### src/rtl/playback_pkg.sv
// Shared types and constants for the keyboard-driven playback controller.
// Holds the ASCII key codes (upper case; the decoder folds lower case onto
// these), the playback state enum and the decoded command enum.
package playback_pkg;

  localparam logic [7:0] KeyPlay    = 8'h45;  // 'E'
  localparam logic [7:0] KeyPause   = 8'h44;  // 'D'
  localparam logic [7:0] KeyFwd     = 8'h46;  // 'F'
  localparam logic [7:0] KeyBwd     = 8'h42;  // 'B'
  localparam logic [7:0] KeyRestart = 8'h52;  // 'R'

  typedef enum logic [1:0] {
    StIdle,
    StPlay,
    StPause
  } state_e;

  typedef enum logic [2:0] {
    CmdNone,
    CmdPlay,
    CmdPause,
    CmdFwd,
    CmdBwd,
    CmdRestart
  } cmd_e;

endpackage

### src/rtl/key_decoder.sv
// Combinational ASCII key decoder. Folds lower-case letters onto upper case
// and maps a valid key strobe to a playback command.
// Ports:
//   key_valid_i - key_code_i carries a new key this cycle
//   key_code_i  - ASCII code of the key
//   cmd_o       - decoded command, CmdNone when idle or key unrecognised
module key_decoder
  import playback_pkg::*;
(
  input  logic       key_valid_i,
  input  logic [7:0] key_code_i,
  output cmd_e       cmd_o
);

  logic [7:0] code_up;

  always_comb begin
    code_up = key_code_i;
    // Only fold real lower-case letters so non-letter codes never alias.
    if (key_code_i >= 8'h61 && key_code_i <= 8'h7A) begin
      code_up = key_code_i - 8'h20;
    end
    cmd_o = CmdNone;
    if (key_valid_i) begin
      case (code_up)
        KeyPlay:    cmd_o = CmdPlay;
        KeyPause:   cmd_o = CmdPause;
        KeyFwd:     cmd_o = CmdFwd;
        KeyBwd:     cmd_o = CmdBwd;
        KeyRestart: cmd_o = CmdRestart;
        default:    cmd_o = CmdNone;
      endcase
    end
  end

endmodule

### src/rtl/playback_ctrl_fsm.sv
// Keyboard-driven playback controller. Decodes key commands into
// play/pause/direction/restart and steps a sample address on each tick while
// playing, wrapping inside [START_ADDR, END_ADDR].
// Ports:
//   clk, reset          - clock, asynchronous active-high reset
//   key_valid, key_code - one-cycle key strobe and ASCII code
//   tick                - sample-rate strobe
//   addr                - current sample address (registered)
//   addr_strobe         - pulse after every advance or restart reload
//   playing, forward    - in PLAY state / direction (1 = forward)
//   wrapped             - pulse with addr_strobe when the advance wrapped
module playback_ctrl_fsm
  import playback_pkg::*;
#(
  parameter int unsigned ADDR_W     = 23,
  parameter int unsigned START_ADDR = 0,
  parameter int unsigned END_ADDR   = 'h7FFFF,
  parameter int unsigned STEP       = 1
) (
  input  logic              clk,
  input  logic              reset,
  input  logic              key_valid,
  input  logic [7:0]        key_code,
  input  logic              tick,
  output logic [ADDR_W-1:0] addr,
  output logic              addr_strobe,
  output logic              playing,
  output logic              forward,
  output logic              wrapped
);

  // One extra bit so addr + STEP and START + STEP never overflow.
  localparam logic [ADDR_W:0] StartW = (ADDR_W+1)'(START_ADDR);
  localparam logic [ADDR_W:0] EndW   = (ADDR_W+1)'(END_ADDR);
  localparam logic [ADDR_W:0] StepW  = (ADDR_W+1)'(STEP);

  cmd_e              cmd;
  state_e            state_q, state_d;
  logic              fwd_q, fwd_d;
  logic [ADDR_W-1:0] addr_q, addr_d;
  logic              strobe_q, strobe_d;
  logic              wrap_q, wrap_d;
  logic [ADDR_W:0]   addr_ext;
  logic [ADDR_W:0]   sum_fwd;

  key_decoder u_key_decoder (
    .key_valid_i (key_valid),
    .key_code_i  (key_code),
    .cmd_o       (cmd)
  );

  assign addr_ext = {1'b0, addr_q};
  assign sum_fwd  = addr_ext + StepW;

  always_comb begin
    state_d  = state_q;
    fwd_d    = fwd_q;
    addr_d   = addr_q;
    strobe_d = 1'b0;
    wrap_d   = 1'b0;

    case (cmd)
      CmdPlay:  state_d = StPlay;
      CmdPause: if (state_q == StPlay) state_d = StPause;
      CmdFwd:   fwd_d = 1'b1;
      CmdBwd:   fwd_d = 1'b0;
      default:  ;
    endcase

    // Restart beats a coincident tick; both use the pre-edge direction.
    if (cmd == CmdRestart) begin
      addr_d   = fwd_q ? StartW[ADDR_W-1:0] : EndW[ADDR_W-1:0];
      strobe_d = 1'b1;
    end else if (tick && state_q == StPlay) begin
      strobe_d = 1'b1;
      if (fwd_q) begin
        if (sum_fwd > EndW) begin
          addr_d = StartW[ADDR_W-1:0];
          wrap_d = 1'b1;
        end else begin
          addr_d = sum_fwd[ADDR_W-1:0];
        end
      end else begin
        if (addr_ext < StartW + StepW) begin
          addr_d = EndW[ADDR_W-1:0];
          wrap_d = 1'b1;
        end else begin
          addr_d = addr_q - StepW[ADDR_W-1:0];
        end
      end
    end
  end

  always_ff @(posedge clk or posedge reset) begin
    if (reset) begin
      state_q  <= StIdle;
      fwd_q    <= 1'b1;
      addr_q   <= StartW[ADDR_W-1:0];
      strobe_q <= 1'b0;
      wrap_q   <= 1'b0;
    end else begin
      state_q  <= state_d;
      fwd_q    <= fwd_d;
      addr_q   <= addr_d;
      strobe_q <= strobe_d;
      wrap_q   <= wrap_d;
    end
  end

  assign addr        = addr_q;
  assign addr_strobe = strobe_q;
  assign playing     = (state_q == StPlay);
  assign forward     = fwd_q;
  assign wrapped     = wrap_q;

endmodule

### config.mk
export PLATFORM = sky130hd
export DESIGN_NAME = playback_ctrl_fsm
export DESIGN_NICKNAME = d
export VERILOG_FILES = /design/src/rtl/playback_pkg.sv /design/src/rtl/key_decoder.sv /design/src/rtl/playback_ctrl_fsm.sv
export SDC_FILE = /design/constraint.sdc
export NUM_CORES = 1
export LEC_CHECK = 0
export CAP_MARGIN = 20
export CORE_ASPECT_RATIO = 1.4
export CORE_MARGIN = 3
export CORE_UTILIZATION = 40
export DETAILED_ROUTE_END_ITERATION = 7
export GPL_ROUTABILITY_DRIVEN = 0
export HOLD_SLACK_MARGIN = 0.1
export RECOVER_POWER = 50
export SLEW_MARGIN = 20
export SYNTH_ARGS = -nofsm -noshare
export SYNTH_HDL_FRONTEND = slang
export SYNTH_SLANG_ARGS = --single-unit
### constraint.sdc
create_clock -name clk -period 4.7 [get_ports clk]
set_input_delay 0.94 -clock clk [delete_from_list [all_inputs] [get_ports clk]]
set_output_delay 0.94 -clock clk [all_outputs]
set_load 0.005 [all_outputs]
Word level (Yosys, flattened, before mapping) --
Cells that the tools add are included. Widths: inputs -> output; s select.
Operators by class: $add $sub $neg 3, order comparisons 4, equal/unequal tests 12, muxes and demuxes 19, reduce and logical (&&, ||, !) cells 6
Operator list (count):
- $mux 23 | 5
- $eq 8x7->1 const B | 5
- $add 23x1->24 const B | 1
- $gt 24x19->1 const B | 1
- $lt 23x1->1 const B | 1
- $sub 23x1->23 const B | 1
- $mux 19 | 1
- $pmux 3 s5 | 1
- $ge 8x7->1 const B | 1
- $le 8x7->1 const B | 1
- $mux 8 | 1
- $sub 8x6->8 const B | 1
- $mux 1 | 7
- $eq 3x2->1 const B | 2
- $eq 3x3->1 const B | 2
- $reduce_bool 2->1 | 3
- $pmux 2 s2 | 1
- $eq 3x1->1 const B | 1
- $mux 3 | 1
- $eq 2x1->1 const B | 1
- $logic_and 1x1->1 | 2
- $mux 2 | 1
- $ne 2x2->1 const B | 1
- $pmux 1 s2 | 1
- $reduce_and 2->1 | 1
Word-level totals: register bits after elaboration 28, input bits 12, output and inout port bits 27, logic and storage cells 49

Depth between registers and ports, before layout --
Gate-level depths: netlist (run 1).
word-level depth 9, mapped depth 10

By module --
Synthesis (run 1) repeated with hierarchy kept, for this count alone.
Unflattened totals: cells, all modules 304, area total of the unflattened synthesis 2356.0 um^2
Modules (own cells, without submodules):
- playback_ctrl_fsm | times used 1, cells each 285, area each 2235.9 um^2, sequential area each 701.9 um^2
- key_decoder | times used 1, cells each 19, area each 120.1 um^2, sequential area each 0.0 um^2

Worst setup path before layout (run 1) --
No wires, ideal clock.
kind input-to-reg, from input key_code[5], to register state_q[0], arrival 2.451 ns, data required time 4.579 ns, path slack 2.128 ns, stages on the path 8, buffers on the path 0, cell sequence inv_1 -> ha_1 -> xor2_1 -> a311oi_1 -> o21ai_1 -> a2111oi_2 -> nand2b_1 -> a22o_1
Between the ends: longest elaborated chain between the ends 9, elaborated cells between the ends (all ways) 18, classes of those cells add/sub: 1; order compare: 2; eq/ne: 8; mux: 4; reduce/logical: 3
RTL lines:
- start: declaration | RTL line playback_ctrl_fsm.sv:23 | input logic [7:0] key_code,
- $ge 8x7->1 or $le 8x7->1 (tied branches) | RTL line key_decoder.sv:20 | if (key_code_i >= 8'h61 && key_code_i <= 8'h7A) begin
- $logic_and 1x1->1 | RTL line key_decoder.sv:20
- $mux 8 (*) | RTL line key_decoder.sv:20
- $eq 8x7->1 | RTL line key_decoder.sv:25 | case (code_up)
- $pmux 3 s5 (*) | RTL line key_decoder.sv:25
- $mux 3 (*) | RTL line key_decoder.sv:24 | if (key_valid_i) begin
- $eq 3x2->1 or $eq 3x1->1 (tied branches) | RTL line playback_ctrl_fsm.sv:62 | case (cmd)
- $ne 2x2->1 (no source line) or $reduce_bool 2->1 (tied branches)
- $reduce_and 2->1 (no source line)
- end signal: assignment | RTL line playback_ctrl_fsm.sv:96 | state_q <= StIdle;
- end signal: assignment | RTL line playback_ctrl_fsm.sv:102 | state_q <= state_d;
- end: declaration | RTL line playback_ctrl_fsm.sv:38 | state_e state_q, state_d;
Every way passes the cells marked *; elsewhere a longest branch is shown, timed or not. A chain may end at the register's enable or synchronous reset.

Final worst setup path (run 1) --
from input key_code[5], to register addr_q[13] (netlist: addr[13])
Between the ends: longest elaborated chain between the ends 8, elaborated cells between the ends (all ways) 15, classes of those cells add/sub: 1; order compare: 2; eq/ne: 6; mux: 4; reduce/logical: 2
RTL lines:
- $ge 8x7->1 or $le 8x7->1 (tied branches) | RTL line key_decoder.sv:20
- $logic_and 1x1->1 | RTL line key_decoder.sv:20
- $mux 8 (*) | RTL line key_decoder.sv:20
- $eq 8x7->1 | RTL line key_decoder.sv:25
- $pmux 3 s5 (*) | RTL line key_decoder.sv:25
- $mux 3 (*) | RTL line key_decoder.sv:24
- $eq 3x3->1 (*) | RTL line playback_ctrl_fsm.sv:71 | if (cmd == CmdRestart) begin
- $mux 23 or $reduce_bool 2->1 (tied branches)
- end signal: assignment | RTL line playback_ctrl_fsm.sv:98 | addr_q <= StartW[ADDR_W-1:0];
- end signal: assignment | RTL line playback_ctrl_fsm.sv:104 | addr_q <= addr_d;
- end: declaration | RTL line playback_ctrl_fsm.sv:40 | logic [ADDR_W-1:0] addr_q, addr_d;
Marked as above.

==> flow_summary.ini, run 1 <==
[status]
status = finished with violations
violations = capacitance limit, slew limit

[clocking]
root_buffer = clkbuf_8
numCtsBuffers = 3
cts.clk_slew.worst_paths_ns = 0.11
h-tree-depth = 1
clkLatencyLatePin_ns = 0.28
cts_setup_buffers = 0
cts_resized = 0
clock_sinks = 28
cts_hold_buffers = 0
clk_path_buf_depth = 2
cts_tree = yes

[layout]
mostFrequentLayoutCell = nand2_1
antennaDiodeCount = 0
syn_to_final_growth_pct = 16.8
nets = 347
n_fill_cell = 595
layout_common_cells = 30 x nand2_1, 27 x dfrtp_1, 26 x a21oi_1
utilization_pct = 49.1
layout-drive-gt1-share_pct = 8.16

[die]
ios = 39
die_w_um = 72.8
dieArea_mm2 = 0.00724
rows = 33
die_h_um = 99.5
initial_core_util_pct = 42.0
core-area_mm2 = 0.00595

[global_routing]
grt_pass1_vias = 2301
gr-total-overflow = 0
grt.total_usage_pct = 20.9
grt-busiest-layer = met2
grt_use_met3_pct = 1.52
met2_usage_pct = 34.6
grt_pass1_wl_um = 12000
use_met1_pct = 29.2
grt_max_degree = 29
antenna_found_initial = 0

[setup_path]
r2r_slack_ns = 2.14
worstPathRequired_ns = 4.88
crit_end = addr[13]
crit_start = key_code[5]
path_class = input port to flop
rr_endpoint = addr[22]
worst_r2r_startpoint = addr[0]
crit_arrival_ns = 3.36
startpoint_type = input port
critPathMaxFanout = 21
reg2regPathDepth = 8
end_kind = flop

[sta]
skew_ns = 0.00345
fin_tns_setup_ns = 0
fin_ws_ns = 1.51
period_needed_ns = 3.19
tightest_slew_ns = 1.64
slew_headroom_pct = -9.66
slew_violations = 29
holdWs_ns = 0.553
rsz0062_at_grt = false
min_period_over_period_pct = 67.8
finalSetupViolations = 0
hold_violations = 0
max_freq_ghz = 0.314

[yosys]
synthDistinctLibCells = 67
ys.flop_type = dfrtp_1
synth_edf_count = 0
synth-seq-cells = 28
async_flop_share_pct = 100
yosysSeqAreaShare_pct = 28.1
synth_area_mm2 = 0.00250
synth_area_per_cell_um2 = 8.03
synth_fp_nets = 326
ys_warn_count = 0
synthCells = 311

[drt]
vias = 2496
drt-initial-drc-count = 281
vias_per_cell = 6.22
routed_wl_um = 7330
firstDrtPassIters = 4
drc = 0
wl_per_cell_um = 18.3
antenna_left = 0

[power_and_ir_drop]
powerDensity_mw_per_mm2 = 276
ir_drop_mv = 0.232
p_leak_nw = 1.13

[placed_design]
place_hpwl_um = 5180
dpl_worst_slack_ns = 1.20
io_buffers = 38

[run]
max_cap_violations = 1

[worst_hold_path]
hold_path_class = flop to flop
[through the flow]
step,instance area (um2),cells,total power [mW]
2_1_floorplan,2500,311,0.531
3_3_place_gp,2870,397,0.651
3_5_place_dp,2870,397,0.651
4_1_cts,2920,401,0.812
5_1_grt,2920,401,0.859
6_report,2920,401,0.805
[routing by layer]
metal | share of wire (%) | wire, um
met3 | 5.2 | 384
met4 | 1.4 | 102
met5 | 0 | 0
met1 | 43 | 3150
met2 | 50 | 3690
[critical path, stage by stage]
cell and delay [ns]:
clkdlybuf4s50_1 0.53, inv_1 0.09, ha_1 0.21, xor2_1 0.14
a311oi_1 0.37, o2111ai_2 0.28, buf_4 0.31, and2_1 0.20
a311o_1 0.30
[cells by family after synthesis]
group / count (synthesis) / share of synthesized area [%]
AO/OA/AOI/OAI: 95 / 26.3
buffers and inverters: 37 / 7.21
adder cells (fa/ha/maj): 3 / 1.50
flip-flops: 28 / 28.1
multiplexers: 4 / 1.60
AND/OR/NAND/NOR: 128 / 29.6
XOR/XNOR: 16 / 5.61
[report_power, final]
| part | internal [mW] | total [mW] | switching (mW) |
|---|---|---|---|
| Combinational | 0.137 | 0.278 | 0.141 |
| Sequential | 0.272 | 0.366 | 0.0938 |
| Clock | 0.0753 | 0.161 | 0.0861 |
| Total | 0.484 | 0.805 | 0.321 |
[flip-flops by register name (all words and copies together), names as in the netlist]
register / count
addr_strobe: 1
wrapped: 1
addr: 23
state_q: 2
forward: 1
[worst min path at each step]
| stage | startpoint | endpoint | slack, ns | depth (start not counted) |
|---|---|---|---|---|
| after detailed placement | state_q[0] | state_q[0] | 0.53 | 1 |
| after global routing | state_q[0] | state_q[0] | 0.59 | 1 |
| after floorplan | state_q[0] | state_q[0] | 0.49 | 1 |
| after CTS | state_q[0] | state_q[0] | 0.55 | 1 |
| after global placement | state_q[0] | state_q[0] | 0.52 | 1 |
| final | state_q[0] | state_q[0] | 0.55 | 1 |
[area by class of cell]
cell class	count	area (um2)	share of cell area, %
Multi-Input combinational cell	246	1620	55.6
Sequential cell	28	702	24.0
Timing Repair Buffer	43	414	14.2
Tap cell	70	87.6	3.00
Clock buffer	4	55.1	1.89
Inverter	10	37.5	1.29
[cell usage after synthesis (3+ instances only)]
cell | instances | share of area [%]
nor4_1 | 8 | 2.0
o211ai_1 | 3 | 0.90
inv_1 | 9 | 1.4
o22ai_1 | 5 | 1.3
buf_2 | 9 | 1.8
a21oi_1 | 26 | 5.2
nand3_1 | 13 | 2.6
buf_4 | 4 | 1.2
and3_1 | 5 | 1.3
nand4_1 | 9 | 2.3
clkbuf_1 | 12 | 1.8
nand2_1 | 30 | 4.5
and4_1 | 3 | 1.1
o2111ai_1 | 3 | 1.1
nor2_1 | 24 | 3.6
mux2i_1 | 4 | 1.6
nor2b_1 | 3 | 0.75
a31oi_1 | 3 | 0.75
o21a_1 | 4 | 1.2
nand2b_1 | 4 | 1.0
ha_1 | 3 | 1.5
xor2_1 | 5 | 1.8
a21o_1 | 5 | 1.5
xnor2_1 | 11 | 3.9
nor3_1 | 9 | 1.8
o21ai_0 | 15 | 3.0
dfrtp_1 | 27 | 27
and2_1 | 5 | 1.3
Note: power is estimated with default switching activity, not from simulation.
==> run 2: changes to the inputs <==
- clock period: 4.7 -> 3.18 ns (I/O delays scaled with it)
==> run 2 against run 1 <==
The run still ends with capacitance limit, slew limit left; largest cell class unchanged; cell count rose by 1.5%; combinational power rose by 50%; power rose by 57%; critical path depth did not move; global-route usage rose by 0.59 points; register-to-register slack got worse by 1.5 ns; routed wire length rose by 3.2%; largest power group unchanged; flip-flop and latch count did not move; count of clock-buffer cells in the layout fell by 1.
==> flow_summary.ini, run 2 (same netlist as run 1, synthesis figures left out) <==
[status]
status = finished with violations
violations = capacitance limit, slew limit

[power_and_ir_drop]
pwr-share-comb_pct = 32.9
p_sw_uw = 486
p_clk_share_pct = 24.1
powerDensity_mw_per_mm2 = 423
switching_share_pct = 38.5
ir_drop_mv = 0.256
seqPwrFrac_pct = 43.0
p_leak_nw = 1.17
power.internal_uw = 777

[layout]
nets = 353
syn_to_final_growth_pct = 19.6
mostFrequentLayoutCell = nand2_1
layout_common_cells = 30 x nand2_1, 27 x dfrtp_1, 26 x a21oi_1
antennaDiodeCount = 0
largest_reg_flops = 23
layout-drive-gt1-share_pct = 9.50

[setup_path]
path_class = input port to flop
end_kind = flop
startpoint_type = input port
cp_cell_sequence = clkdlybuf4s50_1, inv_1, ha_1, xor2_1, a311oi_1, o21ai_1, a2111oi_2, nand2b_1, a22o_1
reg2regPathDepth = 8
rr_endpoint = addr[22]
worstPathRequired_ns = 3.37
cp_slowest_cell = a2111oi_2
worst_path_largest_cell_delay_ns = 0.55
r2r_slack_ns = 0.67
crit_arrival_ns = 2.96
critPathMaxFanout = 4
crit_buf_inv = 2
worst_r2r_startpoint = addr[0]
critPathTopFamily = compound AO/OA/AOI/OAI gates

[clocking]
root_buffer = clkbuf_8
cts_resized = 0
cts.clk_slew.worst_paths_ns = 0.11
clock_sinks = 28
cts_setup_buffers = 0
h-tree-depth = 1
numCtsBuffers = 3
cts_hold_buffers = 0
clk_path_buf_depth = 2
clkLatencyLatePin_ns = 0.29
cts_tree = yes

[global_routing]
grt_pass1_wl_um = 12200
antenna_found_initial = 0
grt.total_usage_pct = 21.5
grt_max_degree = 29
gr-total-overflow = 0
grt_pass1_vias = 2351

[run]
max_cap_violations = 1

[sta]
rsz0062_at_grt = false
tightest_slew_ns = 1.67
skew_ns = 0.00768
hold_violations = 0
slew_headroom_pct = -11.5
holdWs_ns = 0.558
fin_ws_ns = 0.412
period_needed_ns = 2.77
max_freq_ghz = 0.361
min_period_over_period_pct = 87.0
finalSetupViolations = 0
slew_violations = 29
fin_tns_setup_ns = 0

[die]
die_w_um = 72.8
dieArea_mm2 = 0.00724
core-area_mm2 = 0.00595
ios = 39
die_h_um = 99.5
rows = 33
initial_core_util_pct = 42.0

[worst_hold_path]
min_to = state_q[0]
holdPathStages = 1
hold_path_class = flop to flop
min_from = state_q[0]

[drt]
drc = 0
vias = 2524
drt-initial-drc-count = 193
antenna_left = 0
routed_wl_um = 7570
vias_per_cell = 6.20
firstDrtPassIters = 5
wl_per_cell_um = 18.6

[placed_design]
place_hpwl_um = 5360
io_buffers = 38
dpl_worst_slack_ns = 0.101
## run 2: power groups by stage
stage | clock, mW | sequential (mW) | combinational (mW)
floorplan | 0 | 0.466 | 0.319
global placement | 0 | 0.544 | 0.418
detailed placement | 0 | 0.546 | 0.421
CTS | 0.308 | 0.540 | 0.424
global route | 0.328 | 0.558 | 0.460
finish | 0.305 | 0.543 | 0.416
## run 2: worst max-delay path by stage
stage / start / to / slack, ns / cells after the start
4_1_cts: key_code[5] / state_q[0] / 0.40 / 9
3_5_place_dp: key_code[5] / state_q[0] / 0.10 / 9
3_3_place_gp: key_code[5] / state_q[0] / 0.15 / 9
6_report: key_code[5] / state_q[0] / 0.41 / 9
5_1_grt: key_code[5] / state_q[0] / 0.27 / 9
2_1_floorplan: key_code[5] / state_q[0] / 0.91 / 8
## run 2: area by class of cell
type / count / area (um2)
fill: 615 / 2960
multi-input combinational: 246 / 1620
sequential: 28 / 702
timing repair buffer: 49 / 468
tap: 70 / 87.6
clock buffer: 3 / 41.3
inverter: 10 / 37.5
clock inverter: 1 / 30.0
## run 2: through the flow
stage | area [um2] | power, mW | utilization, % | instances
6_report | 2990 | 1.26 | 50.3 | 407
3_5_place_dp | 2930 | 0.968 | 49.2 | 403
5_1_grt | 2990 | 1.35 | 50.3 | 407
3_3_place_gp | 2930 | 0.962 | 49.2 | 403
2_1_floorplan | 2500 | 0.784 | - | 311
4_1_cts | 3000 | 1.27 | 50.4 | 407
## run 2: metal layers
metal	vias up	share of wire, %	track usage [%]
met5	-	0	0
met1	1195	43	27.9
met3	16	5.4	2.43
li1	1208	-	-
met4	0	2.3	8.24
met2	105	50	36.0
==> run 3: changes to the inputs <==
- CTS_BUF_LIST: not set -> sky130_fd_sc_hd__clkbuf_8
==> results of run 3 <==
Final layout, timing and power as in run 2 (identical DEF).
